<file path="src/rtl/plab4_net_credit_input_queue.sv">
// Credit-based receive queue for one ring channel: circular buffer with registered free-slot count.
// Optional same-cycle bypass on an empty queue when PLAB4_NET_CREDIT_QUEUE_BYPASS_EN is defined.
module plab4_net_credit_input_queue #(
    parameter int p_payload_nbits = 8,
    parameter int p_opaque_nbits  = 8,
    parameter int p_srcdest_nbits = 3,
    parameter int p_num_entries   = 2,
    localparam int c_msg_nbits = p_payload_nbits + p_opaque_nbits + 2*p_srcdest_nbits,
    localparam int c_cnt_nbits = $clog2(p_num_entries + 1)
) (
    input  logic                   clk,
    input  logic                   reset,
    input  logic                   enq_val,
    output logic                   enq_rdy,
    input  logic [c_msg_nbits-1:0] enq_msg,
    output logic                   deq_val,
    input  logic                   deq_rdy,
    output logic [c_msg_nbits-1:0] deq_msg,
    output logic [c_cnt_nbits-1:0] num_free,
    output logic                   overflow
);

    localparam int c_ptr_nbits = $clog2(p_num_entries);
    localparam logic [c_cnt_nbits-1:0] c_full = c_cnt_nbits'(p_num_entries);
    localparam logic [c_ptr_nbits-1:0] c_last = c_ptr_nbits'(p_num_entries - 1);

    logic [c_msg_nbits-1:0] r_storage [0:p_num_entries-1];
    logic [c_ptr_nbits-1:0] r_enq_ptr;
    logic [c_ptr_nbits-1:0] r_deq_ptr;
    logic [c_cnt_nbits-1:0] r_count;
    logic [c_cnt_nbits-1:0] r_num_free;
    logic                   r_overflow;

    logic                   w_full;
    logic                   w_empty;
    logic                   w_bypass;
    logic                   w_enq;
    logic                   w_deq;
    logic [c_cnt_nbits-1:0] w_count_next;

    assign w_full  = (r_count == c_full);
    assign w_empty = (r_count == '0);

`ifdef PLAB4_NET_CREDIT_QUEUE_BYPASS_EN
    assign w_bypass = w_empty && enq_val && deq_rdy;
    assign deq_val  = !w_empty || w_bypass;
    assign deq_msg  = w_bypass ? enq_msg : r_storage[r_deq_ptr];
`else
    assign w_bypass = 1'b0;
    assign deq_val  = !w_empty;
    assign deq_msg  = r_storage[r_deq_ptr];
`endif

    // Ready depends only on occupancy, so a same-cycle deq never opens a slot for enq.
    assign enq_rdy  = !w_full;
    assign w_enq    = enq_val && enq_rdy && !w_bypass;
    assign w_deq    = !w_empty && deq_rdy;
    assign num_free = r_num_free;
    assign overflow = r_overflow;

    always_comb begin
        w_count_next = r_count;
        if (w_enq && !w_deq)
            w_count_next = r_count + c_cnt_nbits'(1);
        else if (w_deq && !w_enq)
            w_count_next = r_count - c_cnt_nbits'(1);
    end

    always_ff @(posedge clk or negedge reset) begin
        if (!reset) begin
            r_enq_ptr  <= '0;
            r_deq_ptr  <= '0;
            r_count    <= '0;
            r_num_free <= c_full;
            r_overflow <= 1'b0;
        end else begin
            if (w_enq)
                r_enq_ptr <= (r_enq_ptr == c_last) ? '0 : r_enq_ptr + c_ptr_nbits'(1);
            if (w_deq)
                r_deq_ptr <= (r_deq_ptr == c_last) ? '0 : r_deq_ptr + c_ptr_nbits'(1);
            r_count    <= w_count_next;
            r_num_free <= c_full - w_count_next;
            // Upstream sending into a full queue means it ignored its credits.
            if (enq_val && w_full)
                r_overflow <= 1'b1;
        end
    end

    // Storage is left uninitialised by reset; pointers alone define validity.
    always_ff @(posedge clk) begin
        if (w_enq)
            r_storage[r_enq_ptr] <= enq_msg;
    end

endmodule

</file>
<file path="config.mk">
export PLATFORM = sky130hd
export DESIGN_NAME = plab4_net_credit_input_queue
export DESIGN_NICKNAME = d
export VERILOG_FILES = /design/src/rtl/plab4_net_credit_input_queue.sv
export SDC_FILE = /design/constraint.sdc
export NUM_CORES = 1
export LEC_CHECK = 0
export BUFFER_PORTS_ARGS = -buffer_cell sky130_fd_sc_hd__buf_2
export CORE_MARGIN = 2
export CORE_UTILIZATION = 49
export CTS_CLUSTER_DIAMETER = 100
export DETAILED_ROUTE_END_ITERATION = 16
export GPL_TIMING_DRIVEN = 0
export PLACE_DENSITY = 0.73
export SLEW_MARGIN = 20
export SYNTH_ARGS = -nofsm -noshare
export SYNTH_HDL_FRONTEND = slang
export SYNTH_SLANG_ARGS = --single-unit
</file>
<file path="constraint.sdc">
create_clock -name clk -period 6.5 [get_ports clk]
set_input_delay 0 -clock clk [delete_from_list [all_inputs] [get_ports clk]]
set_output_delay 0 -clock clk [all_outputs]
set_load 0.02 [all_outputs]
</file>
After elaboration in Yosys (flattened, before gate mapping)
Memories as Yosys holds them, arrays and structs flattened. Cells that the tools add are included.

Flip-flop bits (word level): 7. RAM bits: 44. Bits of input ports: 26. Output and inout bits: 27. Word-level logic and storage cells: 28. Memories: 1.

Memory list: r_storage (words 2, width 22, read ports 1, clocked after memory_dff 0, write ports 1, line 27) `logic [c_msg_nbits-1:0] r_storage [0:p_num_entries-1];`.

$add $sub $neg: 5. Equal/unequal tests: 1. Multiplexer cells: 6. Reduce and logical (&&, ||, !) cells: 10.

Operators with widths (count): logical AND 1 bit (5); zero test 1 bit (4); 2-to-1 mux 1 bit (4); 2-to-1 mux 2 bit (2); adder 1 bit, second input constant (2); adder 2 x 1 -> 2 bit, second input constant (1); equality test 2 bit, second input constant (1); zero test 2 bit (1); subtractor 2 x 1 -> 2 bit, second input constant (1); subtractor 2 bit, first input constant (1).

Longest topological paths before layout
Word-level depth: 8. Depth in mapped cells: 6. Depth with buffers taken out: 6.

Least setup slack after synthesis
Ideal clock, no wire load.

Path type: reg-to-reg. Start point: register num_free[0] (netlist name). End point: memory r_storage[0][0] (netlist bit) (enable). Library setup time: 0.401 ns. Arrival time: 1.785 ns. Required time: 6.099 ns. Slack: 4.314 ns. Cell stages (with the launch flop): 5. Path buffers: 0. Period minus slack after synthesis: 2.186 ns. Path through: dfrtp_1 inv_1 ha_1 nand2b_4 nor2_1.

RTL lines (line): end: declaration (27).

==> flow_summary.ini <==
[run_status]
outcome = completed

[floorplanning]
rows = 22
start_util = 0.516
fp.dieW_um = 66.6
die_h_um = 66.6
core_um2 = 3720
dieArea_um2 = 4430
ios = 53

[logic_synthesis]
seq_area_frac_synth = 0.768
syn_nets = 125
ys_seq_elements = 50
synth_cell_types = 19
synth.cell_area_um2 = 1920
yosysWarningCount = 0
syn_area_per_cell_um2 = 19.8
synthCells = 97

[routing]
ant_nets = 0
via_count = 1069
remaining_drc_errors = 0
drt_iter0_markers = 36
wl_mm = 3.13
vias_per_cell = 4.65
firstDrtPassIters = 4
wl_per_cell_um = 13.6

[global_route]
grt_usage = 0.159
grt_pass1_vias = 1170
grt_overflow = 0
grt_pass1_wl_mm = 5.02
grt_max_degree = 23
antenna_found_initial = 0

[critical_path]
start_kind = flop
cp_slowest_cell = and2_1
end_kind = flop
crit_fanout = 22
crit_path_max_incr_delay_ps = 820
crit_required_ps = 6410
crit_type = flop to flop
arrival_ps = 2050
path_cells = inv_1, ha_1, nor2b_2, and2_1

[flow_run]
max-cap-violations = 0

[finish]
fin_util = 0.694
layout_common_cells = buf_2, edfxtp_1, dlygate4sd3_1, mux2_1
drive_gt1_frac = 0.379
fillCellCount = 264
syn_to_final_growth_pct = 34.4
diodes = 0
fin_nets = 209
mostFrequentLayoutCell = buf_2

[timing]
rsz0062_at_grt = no
setup-tns-final_ps = 0
setup_violations = 0
fmax_ghz = 0.467
hold_viol_final = 0
fin_crit_ps = 2140
timing.hold.ws_ps = 20.2
post-route-period-util = 0.330
worst_slack_ps = 4360
slew_headroom = 0.333
finalClockSkew_ps = 6.60
drv_slew = 0
worst_pin_slew_ps = 1000

[placement]
port_buffers = 52
pre_cts_slack_ps = 4330
gp_congestion = 0.627
hpwlAfterDp_mm = 2.03

[clock_network]
cts_tree = done
cts_root_buf = clkbuf_8
cts.clk_slew.worst_paths_ps = 80
cts_resized = 0
htreeDepth = 2
clock_latency_ps = 290
tritoncts.num_buffers = 5
holdBufCountCts = 24
clock-sinks = 50
clk_path_buf_depth = 2
cts_setup_buffers = 0

[pwr]
ir_drop_mv = 0.329
power_switching_mw = 0.359
p_clk_frac = 0.154
p_int_mw = 0.694
power_density_nw_per_um2 = 408
power_frac_seq = 0.450
p_sw_frac = 0.341
static-leakage-power_nw = 1.01
comb_power_share = 0.397

[hold_path]
hold_path.class = primary input to flop
sequential cells by signal (all words and copies together) (netlist names):
name and flops:
r_deq_ptr 1, r_storage 44, overflow 1, r_enq_ptr 1, r_count 1, num_free 2
layer usage:
layer	wire length, µm	GRT usage	vias to the layer above
li1	-	-	526
met5	0	0	-
met3	133	0.0524	2
met2	1690	0.294	30
met4	20	0.0536	0
met1	1280	0.168	511
final timing paths:
path / depth (start not counted) / slack (ps) / from / to
worst max-delay path: 4 / 4360 / num_free[0] / r_storage[1][11]
worst min-delay path: 3 / 20 / deq_rdy / r_deq_ptr
worst max register to register: 4 / 4360 / num_free[0] / r_storage[1][11]
worst min register to register: 1 / 470 / overflow / overflow
max in group asynchronous: 2 / 6220 / reset / num_free[1]
min in group asynchronous: 2 / 60 / reset / r_count[1]
cell type report:
cell class | instances | area (µm²) | area share
Clock inverter | 2 | 8.76 | 0.00340
Sequential cell | 50 | 1470 | 0.571
Clock buffer | 6 | 72.6 | 0.0282
Buffer | 3 | 17.5 | 0.00680
Inverter | 4 | 15.0 | 0.00583
Multi-Input combinational cell | 40 | 415 | 0.161
Tap cell | 48 | 60.1 | 0.0233
Timing Repair Buffer | 77 | 515 | 0.200
power by group through the flow:
| stage | sequential (mW) | clock (mW) | combinational (mW) |
|---|---|---|---|
| floorplan | 0.476 | 0 | 0.288 |
| global placement | 0.476 | 0 | 0.397 |
| detailed placement | 0.480 | 0 | 0.411 |
| CTS | 0.474 | 0.168 | 0.425 |
| global route | 0.481 | 0.182 | 0.454 |
| finish | 0.474 | 0.162 | 0.417 |
worst max-delay path: cells and delay by family, from the launching register on:
kind,cells,cell delay [ps]
flops,1,400
buf+inv,1,100
fa+ha+maj,1,250
simple gates,2,1010
cell families (layout without fill, tap and decap cells):
family,count (synthesis),count (layout),synth area share
fa+ha+maj,4,4,0.0248
flops,50,50,0.768
mux,24,24,0.140
compound gates,1,1,0.00392
buf+inv,7,92,0.0170
xor+xnor,5,5,0.0228
simple gates,6,6,0.0235
cell usage after synthesis:
master	instances	share of area
inv_1	4	0.0078
mux2i_1	1	0.0052
nand2b_1	1	0.0033
xnor2_1	5	0.023
buf_2	2	0.0052
and2_1	1	0.0033
edfxtp_1	44	0.69
a21o_1	1	0.0039
ha_1	2	0.013
nor2b_1	1	0.0033
nor2_1	1	0.0020
mux2_1	22	0.13
nor2b_2	1	0.0046
nand2b_4	1	0.0072
mux2_2	1	0.0059
dfstp_2	1	0.014
maj3_2	2	0.012
dfrtp_1	5	0.065
buf_4	1	0.0039
per-stage QoR:
step                power (mW)  area, µm²  instances
floorplan                0.764       1920         97
global placement         0.873       2240        197
detailed placement       0.891       2260        198
CTS                       1.07       2580        230
global route              1.12       2580        230
finish                    1.05       2580        230
No activity file was read; power rests on OpenSTA's default activity.
